File: src/rtl/if_stage.sv
// Instruction-fetch stage: owns the PC, drives the synchronous IROM address and
// offers {pc4, pc} to ID over the valid/allow_in handshake, applying redirects.
module if_stage #(
    parameter logic [31:0] RESET_PC = 32'h0000_0000
) (
    input  logic        clk,
    input  logic        rst_n,
    input  logic        id_allow_in,
    input  logic        br_taken,
    input  logic [31:0] br_target,
    input  logic        trap_valid,
    input  logic [31:0] trap_target,
    output logic [31:0] irom_addr,
    output logic [63:0] if_to_id_bus,
    output logic        if_to_id_valid,
    output logic [31:0] if_fetch_cnt
);

    logic [31:0] if_pc_q, if_pc_d;
    logic        if_valid_q;
    logic [31:0] addr_q;
    logic [31:0] fetch_cnt_q, fetch_cnt_d;

    logic        redirect;
    logic [31:0] redir_pc;
    logic [31:0] pc4;
    logic        fire;

    assign redirect       = trap_valid | br_taken;
    assign redir_pc       = trap_valid ? trap_target : br_target;
    assign pc4            = if_pc_q + 32'd4;
    assign if_to_id_valid = if_valid_q & ~redirect;
    assign if_to_id_bus   = {pc4, if_pc_q};
    assign fire           = if_to_id_valid & id_allow_in;
    // While ID stalls, keep presenting the address of the instruction it holds.
    assign irom_addr      = fire ? if_pc_q : addr_q;
    assign if_fetch_cnt   = fetch_cnt_q;

    always_comb begin
        // NOTE: default every always_comb output first so no path infers a latch.
        if_pc_d     = if_pc_q;
        fetch_cnt_d = fetch_cnt_q;
        if (redirect) begin
            if_pc_d = redir_pc & ~32'd3;
        end else if (fire) begin
            if_pc_d     = pc4;
            fetch_cnt_d = fetch_cnt_q + 32'd1;
        end
    end

    always_ff @(posedge clk or negedge rst_n) begin
        if (!rst_n) begin
            if_pc_q     <= RESET_PC;
            if_valid_q  <= 1'b0;
            addr_q      <= RESET_PC;
            fetch_cnt_q <= 32'd0;
        end else begin
            // NOTE: non-blocking so every register samples pre-edge values.
            if_pc_q     <= if_pc_d;
            if_valid_q  <= 1'b1;
            addr_q      <= irom_addr;
            fetch_cnt_q <= fetch_cnt_d;
        end
    end

endmodule

File: config.mk
export PLATFORM = sky130hd
export DESIGN_NAME = if_stage
export DESIGN_NICKNAME = d
export VERILOG_FILES = /design/src/rtl/if_stage.sv
export SDC_FILE = /design/constraint.sdc
export NUM_CORES = 1
export LEC_CHECK = 0
export CAP_MARGIN = 25
export CORE_MARGIN = 3
export CORE_UTILIZATION = 44
export DETAILED_ROUTE_END_ITERATION = 7
export HOLD_SLACK_MARGIN = 0.12
export PLACE_DENSITY = 0.9
export SYNTH_ARGS = -nofsm -noshare
export SYNTH_HDL_FRONTEND = slang
export SYNTH_SLANG_ARGS = --single-unit
File: constraint.sdc
create_clock -name clk -period 2.1 [get_ports clk]
set_input_delay 0.315 -clock clk [delete_from_list [all_inputs] [get_ports clk]]
set_output_delay 0.315 -clock clk [all_outputs]
set_load 0.03 [all_outputs]
==> out/results.txt, run 1 <==
status: finished with violations
violated checks: negative setup slack
largest area contributor in the netlist: dfrtp_1
Die Y: 114 um
adder-cell share of the synthesized area: 0.490%
Final Power: 6530 uW
Ys Warns: 0
r2r worst-path depth: 10
Leak: 0.00414 uW
clock-pin slew on the worst setup and hold paths: 70 ps
IO Pins: 198
post-detail-place hpwl: 12900 um
CP Launch Type: flip-flop
vias in the first global route: 5602
routability cong.: 0.887
Main synth FF type: dfrtp_1
Async SR Flop Fraction: 100%
Final nets: 870
max incr delay on CP: 400 ps
cell mode on critical path: nand4_1
count of final setup violators: 33
Pins Over Slew Limit: 0
Final Hold Viols: 0
Worst-Skew Late Latency: 360 ps
Detail Route Antenna Nets: 0
CTS sink cnt: 95
Critical Path RT: 1780 ps
pin count of the biggest net entering global routing: 55
Crit Path Max Fanout: 6
Setup TNS Final: -3990 ps
Seq cells post-synth: 95
PwrDens: 719 nW/um2
placed inst area: 7770 um2
post-synthesis simple-gate area fraction: 18.9%
most frequent cells in the layout: clkdlybuf4s50_1, buf_4, dfrtp_1
largest cells by area after synthesis: dfrtp_1, xnor2_1, mux2_2, nand2_1, xor2_1
Slowest cell on crit path: dfrtp_2
Seq/Total Area, Yosys: 46.5%
final worst slack: -283 ps
initial antenna violation count: 0
Mapped Area: 5110 um2
port bufs: 189
crit end category: primary output
WP buf/inv: 2
htree depth: 3
Max Clock Freq: 420 MHz
area grow syn2layout: 77.7%
max-cap viol count: 0
Starting Density: 46.1%
Avg Cell Area, Syn: 10.0 um2
number of distinct library cells after synthesis: 51
DR iter-0 viols: 431
Mapped Cells: 509
Crit Path Category: flip-flop to primary output
fin area: 9070 um2
Period minus WS final: 2380 ps
most common cell after layout, fill and taps aside: clkdlybuf4s50_1
Fill cells: 577
share of layout cells above drive strength 1: 38.7%
Die Area: 12900 um2
share of the synthesized area in the top cell type: 46.5%
worst hold path type: primary input to asynchronous set/reset pin
Reg-to-Reg Start: if_pc_q[2]
RSZ-0062 raised after global routing: true
VDD IR max: 0.622 mV
Clock Path Buffers: 2
Tcrit/Tclk final: 113%
number of diodes: 0
FF-to-FF End: if_pc_q[20]
clock root cell: clkbuf_16
via count: 5510
Critical Path AT: 2070 ps
GR Util All Layers: 30.4%
post-synthesis compound-gate area fraction: 11.9%
cell family with most CP delay: simple AND/OR/NAND/NOR gates
wirelength, routed: 21000 um
CTS tree: yes
DIE WIDTH: 114 um
DR WL/cell: 22.3 um
core area: 11100 um2
largest family of logic cells by synthesized area: simple AND/OR/NAND/NOR gates
mux contribution to synthesized area: 8.01%
cells along the critical path: nand4_1 -> nor4_4 -> buf_6 -> nand4_1 -> xnor2_2 -> buf_12
Worst Clk Skew: 11.8 ps
Cell Rows: 38
number of synthesized flops with an enable pin: 0
drt pass-1 iters: 5
first-pass GRT wire length: 30400 um
total CTS buffers: 9
Placement Setup Slack: -591 ps
worst reg-to-reg setup slack: 50 ps
grt ovf: 0
vias per cell: 5.84
XOR/XNOR Fraction of Synth Area: 10.5%
# DRC: 0
-- flip-flops by register name, summed over array words and instances (netlist names) --
register / count
if_valid_q: 1
addr_q: 32
if_fetch_cnt: 32
if_pc_q: 30
-- cell type report --
class	instances	area, um2	area share (%)
clock inverters	5	57.6	0.634
well taps	140	175	1.93
clock buffers	11	243	2.68
repair buffers	312	3050	33.6
flip-flops and latches	95	2400	26.4
multi-input cells	377	3130	34.5
inverters	4	15.0	0.165
-- timing repair --
action / 4_1_cts / 5_1_grt
hold buffers: 1 / 0
cloned: 1 / 1
gates resized for setup: 260 / 82
endpoints found under the hold margin: 18 / 0
buffers inserted: 34 / 28
pin swaps: 20 / 25
setup endpoints to repair: 61 / 63
-- where the power goes --
group	leakage [uW]	internal [uW]	switching [uW]	total, uW
combinational	0.00277	1170	1400	2570
clock	0.000149	957	731	1690
sequential	0.00123	2070	198	2270
-- cell families after synthesis --
logic type,Yosys count
AND/OR/NAND/NOR,178
adder cells (fa/ha/maj),2
AO/OA/AOI/OAI,94
other,2
buffers and inverters,40
multiplexers,37
XOR/XNOR,61
flip-flops,95
-- through the flow --
stage	std cells	hold slack, ps	util, %
4_1_cts	920	396	77.9
5_1_grt	944	397	81.9
3_5_place_dp	868	217	70.1
6_report	944	383	81.9
3_3_place_gp	868	217	70.1
2_1_floorplan	512	19.4	-
-- worst max-delay path by stage --
stage / from / endpoint / slack, ps / cells past startpoint
after global routing: if_pc_q[13] / if_to_id_bus[63] / -360 / 6
after floorplan: if_pc_q[5] / if_to_id_bus[47] / -110 / 5
final: if_pc_q[13] / if_to_id_bus[63] / -280 / 6
after global placement: trap_valid / irom_addr[20] / -490 / 5
after detailed placement: trap_valid / irom_addr[15] / -590 / 5
after CTS: if_pc_q[10] / if_to_id_bus[62] / -220 / 7
-- per-layer routing --
metal  share of wire (%)  global-route usage (%)
met5                   0                       0
met4                 4.0                    14.6
met3                 8.6                    5.78
met2                  51                    51.9
met1                  36                    37.0
-- cells in the mapped netlist, types with 3 or more instances --
cell,n
dfrtp_1,95
nand2_1,49
xnor2_1,43
mux2_2,31
nand3_1,27
nor2_1,25
a21oi_1,23
o21ai_0,23
clkbuf_1,20
a22oi_1,19
xor2_1,18
nand4_1,15
and3_1,13
nor3_1,12
a2bb2oi_1,9
and4_1,9
buf_2,8
mux2i_1,6
o22ai_1,6
nor2b_1,5
a22o_1,4
buf_4,4
inv_1,4
nand2b_1,4
and2_1,3
Power figures use the tool's default switching activity.
==> run 2, diff against run 1 <==
--- a/config.mk
+++ b/config.mk
@@ -8,6 +8,7 @@
 export CAP_MARGIN = 25
 export CORE_MARGIN = 3
 export CORE_UTILIZATION = 44
+export CTS_BUF_LIST = sky130_fd_sc_hd__clkbuf_16
 export DETAILED_ROUTE_END_ITERATION = 7
 export HOLD_SLACK_MARGIN = 0.12
 export PLACE_DENSITY = 0.9
==> run 2 against run 1 <==
Against the previous run: the run still ends with negative setup slack left; highest routed layer unchanged; sequential cell count did not move; fmax is 0.20% lower; critical path depth stayed put; final cell count decreased by 0.74%; combinational power shrank 2%; via count is essentially flat; power decreased by 1.1%.
==> out/results.txt, run 2 (synthesized netlist as in run 1, its figures left out) <==
Critical Path RT: 1780 ps (about the same)
drt pass-1 iters: 5 (unchanged)
crit path from: if_pc_q[13]
Cell Rows: 38 (unchanged)
Pins Over Slew Limit: 0 (unchanged)
RSZ-0062 raised after global routing: true
Tcrit/Tclk final: 114% (+0.23 points)
DR iter-0 viols: 401 (-7.0%)
Crit Path Category: flip-flop to primary output
CTS tree: yes
Max Clock Freq: 419 MHz (-0.20%)
most frequent cells in the layout: clkdlybuf4s50_1, buf_4, dfrtp_1
Leak: 0.00411 uW (-0.89%)
Period minus WS final: 2390 ps (+4.87 ps)
post-detail-place hpwl: 12900 um (unchanged)
vias in the first global route: 5547 (-0.98%)
# DRC: 0 (unchanged)
vias per cell: 5.88 (+0.82%)
port bufs: 189 (unchanged)
DIE WIDTH: 114 um (unchanged)
GR Util All Layers: 30.3% (-0.11 points)
via count: 5514 (+0.073%)
part of the power in the clock network: 25.6% (-0.3 points)
Critical Path AT: 2070 ps (about the same)
DR WL/cell: 22.0 um (-1.2%)
share of layout cells above drive strength 1: 37.9% (-0.79 points)
status: finished with violations
Final nets: 863 (-0.80%)
Cell Int Power: 4130 uW (-1.7%)
first-pass GRT wire length: 30300 um (-0.32%)
area of the multi-input gates: 3110 um2 (-0.68%)
routability cong.: 0.887 (unchanged)
CTS sink cnt: 95 (unchanged)
most common cell after layout, fill and taps aside: clkdlybuf4s50_1
Logic pwr share: 39.1% (-0.3 points)
Reg power frac: 35.2% (+0.4 points)
area grow syn2layout: 75.6%
total CTS buffers: 9 (unchanged)
Reg-to-Reg Start: if_valid_q
PwrDens: 719 nW/um2 (about the same)
number of diodes: 0 (unchanged)
core area: 11100 um2 (unchanged)
Sequential Area: 2400 um2 (unchanged)
Layout Cells excl Fill: 937 (-0.74%)
Starting Density: 46.1% (unchanged)
Detail Route Antenna Nets: 0 (unchanged)
htree depth: 3 (unchanged)
CP Launch Type: flip-flop
dpl cells: 868 (unchanged)
Final Hold Viols: 0 (unchanged)
violated checks: negative setup slack
crit end category: primary output
pin count of the biggest net entering global routing: 55 (unchanged)
final worst slack: -288 ps (-4.87 ps)
Crit Path Max Fanout: 6 (unchanged)
IO Pins: 198 (unchanged)
max-cap viol count: 0 (unchanged)
Die Y: 114 um (unchanged)
Fill cells: 591 (+2.4%)
clock root cell: clkbuf_16
Worst-Skew Late Latency: 360 ps (about the same)
clock-pin slew on the worst setup and hold paths: 70 ps (about the same)
Die Area: 12900 um2 (unchanged)
Worst Clk Skew: 10.2 ps (-1.63 ps)
count of final setup violators: 32 (-3.0%)
wirelength, routed: 20600 um (-1.9%)
Placement Setup Slack: -591 ps (unchanged)
VDD IR max: 0.625 mV (+0.53%)
grt ovf: 0 (unchanged)
Clock Path Buffers: 2 (unchanged)
worst hold path type: primary input to asynchronous set/reset pin
switch share: 36.1% (+0.37 points)
switching power total: 2330 uW (about the same)
initial antenna violation count: 0 (unchanged)
## run 2: per-stage QoR
step	utilization, %	setup TNS, ps	hold slack [ps]	area (um2)	total power [uW]
3_5_place_dp	70.1	-25670	217	7770	4600
3_3_place_gp	70.1	-18560	217	7770	4530
4_1_cts	77.9	-3150	396	8620	6320
2_1_floorplan	-	-636	19.4	5360	3530
6_report	81.0	-4090	388	8970	6450
5_1_grt	81.0	-6700	395	8970	6690
## run 2: per-layer routing
| metal | wire [um] | global-route usage (%) |
|---|---|---|
| met1 | 7650 | 37.5 |
| met2 | 10600 | 51.4 |
| met3 | 1690 | 5.62 |
| met4 | 670 | 13.9 |
| met5 | 0 | 0 |
## run 2: path summary, 6_finish.rpt
path                       cells past startpoint  slack, ps          endpoint
setup / recovery                               6       -290  if_to_id_bus[63]
min in group clk                               1        470  if_fetch_cnt[31]
setup reg to reg                              10         60  if_fetch_cnt[17]
hold reg to reg                                1        470  if_fetch_cnt[31]
hold / removal                                 2        390       if_pc_q[23]
max in group asynchronous                      3       1030       if_pc_q[10]
## run 2: worst max-delay path, cell delays in order (launching register included)
cell	delay [ps]
dfrtp_2	400
nand4_1	220
nor4_4	350
buf_6	180
nand4_1	190
xnor2_2	230
buf_12	150
## run 2: cell type report
type / count / area share, %
multi-input combinational: 377 / 34.7
timing repair buffer: 305 / 33.2
sequential: 95 / 26.7
clock buffer: 9 / 2.51
tap: 140 / 1.95
clock inverter: 7 / 0.725
inverter: 4 / 0.167
## run 2: power by group through the flow
stage,Combinational [uW],Clock [uW],Sequential [uW]
final,2530,1660,2270
after global routing,2630,1760,2300
after CTS,2400,1660,2250
after detailed placement,2320,0,2280
after global placement,2260,0,2270
after floorplan,1070,0,2460
## run 2: what timing repair did
item,in CTS,in global routing
buffers inserted,34,19
pin swaps,20,21
gates resized for setup,260,78
hold buffers,1,0
setup endpoints to repair,61,63
gates cloned,1,1
hold endpoints to repair,18,0
==> run 3, diff against run 2 <==
--- a/config.mk
+++ b/config.mk
@@ -12,6 +12,7 @@
 export DETAILED_ROUTE_END_ITERATION = 7
 export HOLD_SLACK_MARGIN = 0.12
 export PLACE_DENSITY = 0.9
+export REMOVE_ABC_BUFFERS = 1
 export SYNTH_ARGS = -nofsm -noshare
 export SYNTH_HDL_FRONTEND = slang
 export SYNTH_SLANG_ARGS = --single-unit
==> run 3 against run 2 <==
Against the previous run: worst hold slack better by 73 ps; the flow still finishes with violations (negative setup slack); clock power is 11% higher; highest routed layer unchanged; sequential cell count is the same; critical path type unchanged; via count down 1.8%; wire length decreased by 4.1%; register-to-register slack worse by 50 ps; clock-buffer cell count unchanged; die area unchanged; worst setup slack got worse by 82 ps; critical endpoint is now if_to_id_bus[47]; power up 2.3%; largest cell class unchanged; non-clock buffer count shrank 6; global-route usage is 1.8 points lower.
==> out/results.txt, run 3 (synthesized netlist as in run 1, its figures left out) <==
DR iter-0 viols: 366 (-8.7%)
CTS tree: yes
CP Launch Type: flip-flop
Die Y: 114 um (unchanged)
Reg power frac: 34.3% (-0.9 points)
dpl cells: 866 (-0.23%)
Critical Path RT: 1780 ps (about the same)
FF-to-FF End: if_fetch_cnt[21]
r2r worst-path depth: 9 (-1)
total CTS buffers: 9 (unchanged)
status: finished with violations
Max Clock Freq: 405 MHz (-3.3%)
Period minus WS final: 2470 ps (+82.5 ps)
worst reg-to-reg setup slack: 10 ps (-50 ps)
area grow syn2layout: 70.6%
Crit Path Max Fanout: 3 (-3)
htree depth: 3 (unchanged)
RSZ-0062 raised after global routing: true
wirelength, routed: 19800 um (-4.1%)
Detail Route Antenna Nets: 0 (unchanged)
PwrDens: 758 nW/um2 (+5.3%)
Cell Int Power: 4260 uW (+3.2%)
drt pass-1 iters: 5 (unchanged)
switch share: 35.5% (-0.61 points)
final worst slack: -370 ps (-82.5 ps)
switching power total: 2340 uW (+0.52%)
core area: 11100 um2 (unchanged)
Tcrit/Tclk final: 118% (+3.9 points)
crit path from: if_pc_q[2]
Cell Rows: 38 (unchanged)
Layout Cells excl Fill: 931 (-0.64%)
Clock Path Buffers: 2 (unchanged)
number of diodes: 0 (unchanged)
Logic pwr share: 37.7% (-1.4 points)
share of layout cells above drive strength 1: 33.6% (-4.3 points)
crit end category: primary output
DR WL/cell: 21.2 um (-3.5%)
count of final setup violators: 25 (-22%)
worst hold slack: 461 ps (+73.1 ps)
most common cell after layout, fill and taps aside: clkdlybuf4s50_1
Final nets: 857 (-0.70%)
Pins Over Slew Limit: 0 (unchanged)
clock-pin slew on the worst setup and hold paths: 70 ps (about the same)
vias per cell: 5.82 (-1.2%)
Reg-to-Reg Start: if_valid_q
CTS sink cnt: 95 (unchanged)
Worst Clk Skew: 10.1 ps (-0.0457 ps)
initial antenna violation count: 0 (unchanged)
vias in the first global route: 5620 (+1.3%)
routability cong.: 0.870 (-2.0%)
post-detail-place hpwl: 12300 um (-4.6%)
worst hold path type: primary input to asynchronous set/reset pin
port bufs: 189 (unchanged)
GR Util All Layers: 28.5% (-1.8 points)
first-pass GRT wire length: 28800 um (-5.0%)
most frequent cells in the layout: clkdlybuf4s50_1, buf_4, dfrtp_1
Starting Density: 46.1% (unchanged)
# DRC: 0 (unchanged)
part of the power in the clock network: 28.0% (+2.4 points)
pin count of the biggest net entering global routing: 40 (-27%)
Leak: 0.00400 uW (-2.6%)
IO Pins: 198 (unchanged)
Fill cells: 638 (+8.0%)
DIE WIDTH: 114 um (unchanged)
via count: 5414 (-1.8%)
Crit Path Category: flip-flop to primary output
grt ovf: 0 (unchanged)
Final Hold Viols: 0 (unchanged)
max-cap viol count: 0 (unchanged)
clock root cell: clkbuf_16
Critical Path AT: 2160 ps (+90 ps)
VDD IR max: 0.658 mV (+5.3%)
Die Area: 12900 um2 (unchanged)
violated checks: negative setup slack
Setup TNS Final: -5830 ps (-1740 ps)
Worst-Skew Late Latency: 360 ps (about the same)
[run 3: cell types whose count changed in the layout (fill, tap and decap cells not counted), moves of 4 or more]
cell,change
xnor2_1,+8
buf_4,+22
dfrtp_1,+14
xnor2_4,-7
buf_2,-8
mux2_4,+9
xor2_1,+4
buf_6,-15
inv_6,+4
dfrtp_2,-14
mux2_2,-9
[run 3: worst max path at each step]
stage	end	slack, ps
2_1_floorplan	if_to_id_bus[47]	-410
3_3_place_gp	irom_addr[31]	-460
3_5_place_dp	irom_addr[8]	-540
4_1_cts	if_to_id_bus[47]	-230
5_1_grt	if_to_id_bus[47]	-400
6_report	if_to_id_bus[47]	-370
[run 3: metrics by stage]
stage          power, uW  util, %  setup slack (ps)  cell area [um2]
2_1_floorplan       3410        -              -414             4960
3_3_place_gp        4410     67.7              -463             7500
3_5_place_dp        4480     67.7              -540             7500
4_1_cts             6330     74.7              -230             8270
5_1_grt             6840     78.7              -404             8710
6_report            6600     78.7              -370             8710
[run 3: metal layers]
metal  GRT usage, %  wire length (um)  vias up  share of wire [%]
met5              0                 0        -                  0
met3           6.58              1610       88                8.2
met2           48.9             10000      318                 51
met4           16.4              1030        0                5.2
li1               -                 -     2377                  -
met1           32.5              7090     2631                 36
[run 3: critical path, cell delays in order, from the launching register on]
cell and delay (ps):
dfrtp_1 400, buf_6 120, buf_4 130, nand2_4 70, or3_4 340, or3_4 370, xnor2_2 200, buf_6 160
[run 3: area by class of cell]
class	instances	area, um2	share of cell area [%]
clock inverters	7	100	1.15
multi-input cells	377	2920	33.6
well taps	140	175	2.01
clock buffers	9	225	2.58
repair buffers	299	2890	33.2
flip-flops and latches	95	2380	27.3
inverters	4	15.0	0.172
[run 3: power groups by stage]
| stage | Clock [uW] | Sequential, uW | Combinational (uW) |
|---|---|---|---|
| global route | 1950 | 2300 | 2600 |
| global placement | 0 | 2260 | 2150 |
| detailed placement | 0 | 2280 | 2200 |
| finish | 1850 | 2260 | 2490 |
| floorplan | 0 | 2470 | 943 |
| CTS | 1850 | 2250 | 2220 |
[run 3: what timing repair did]
action	4_1_cts	5_1_grt
hold endpoints to repair	34	0
pin swaps	25	23
gates cloned	3	1
hold buffers	1	0
gates resized for setup	233	112
endpoints found under the setup margin	63	63
buffers inserted	29	19
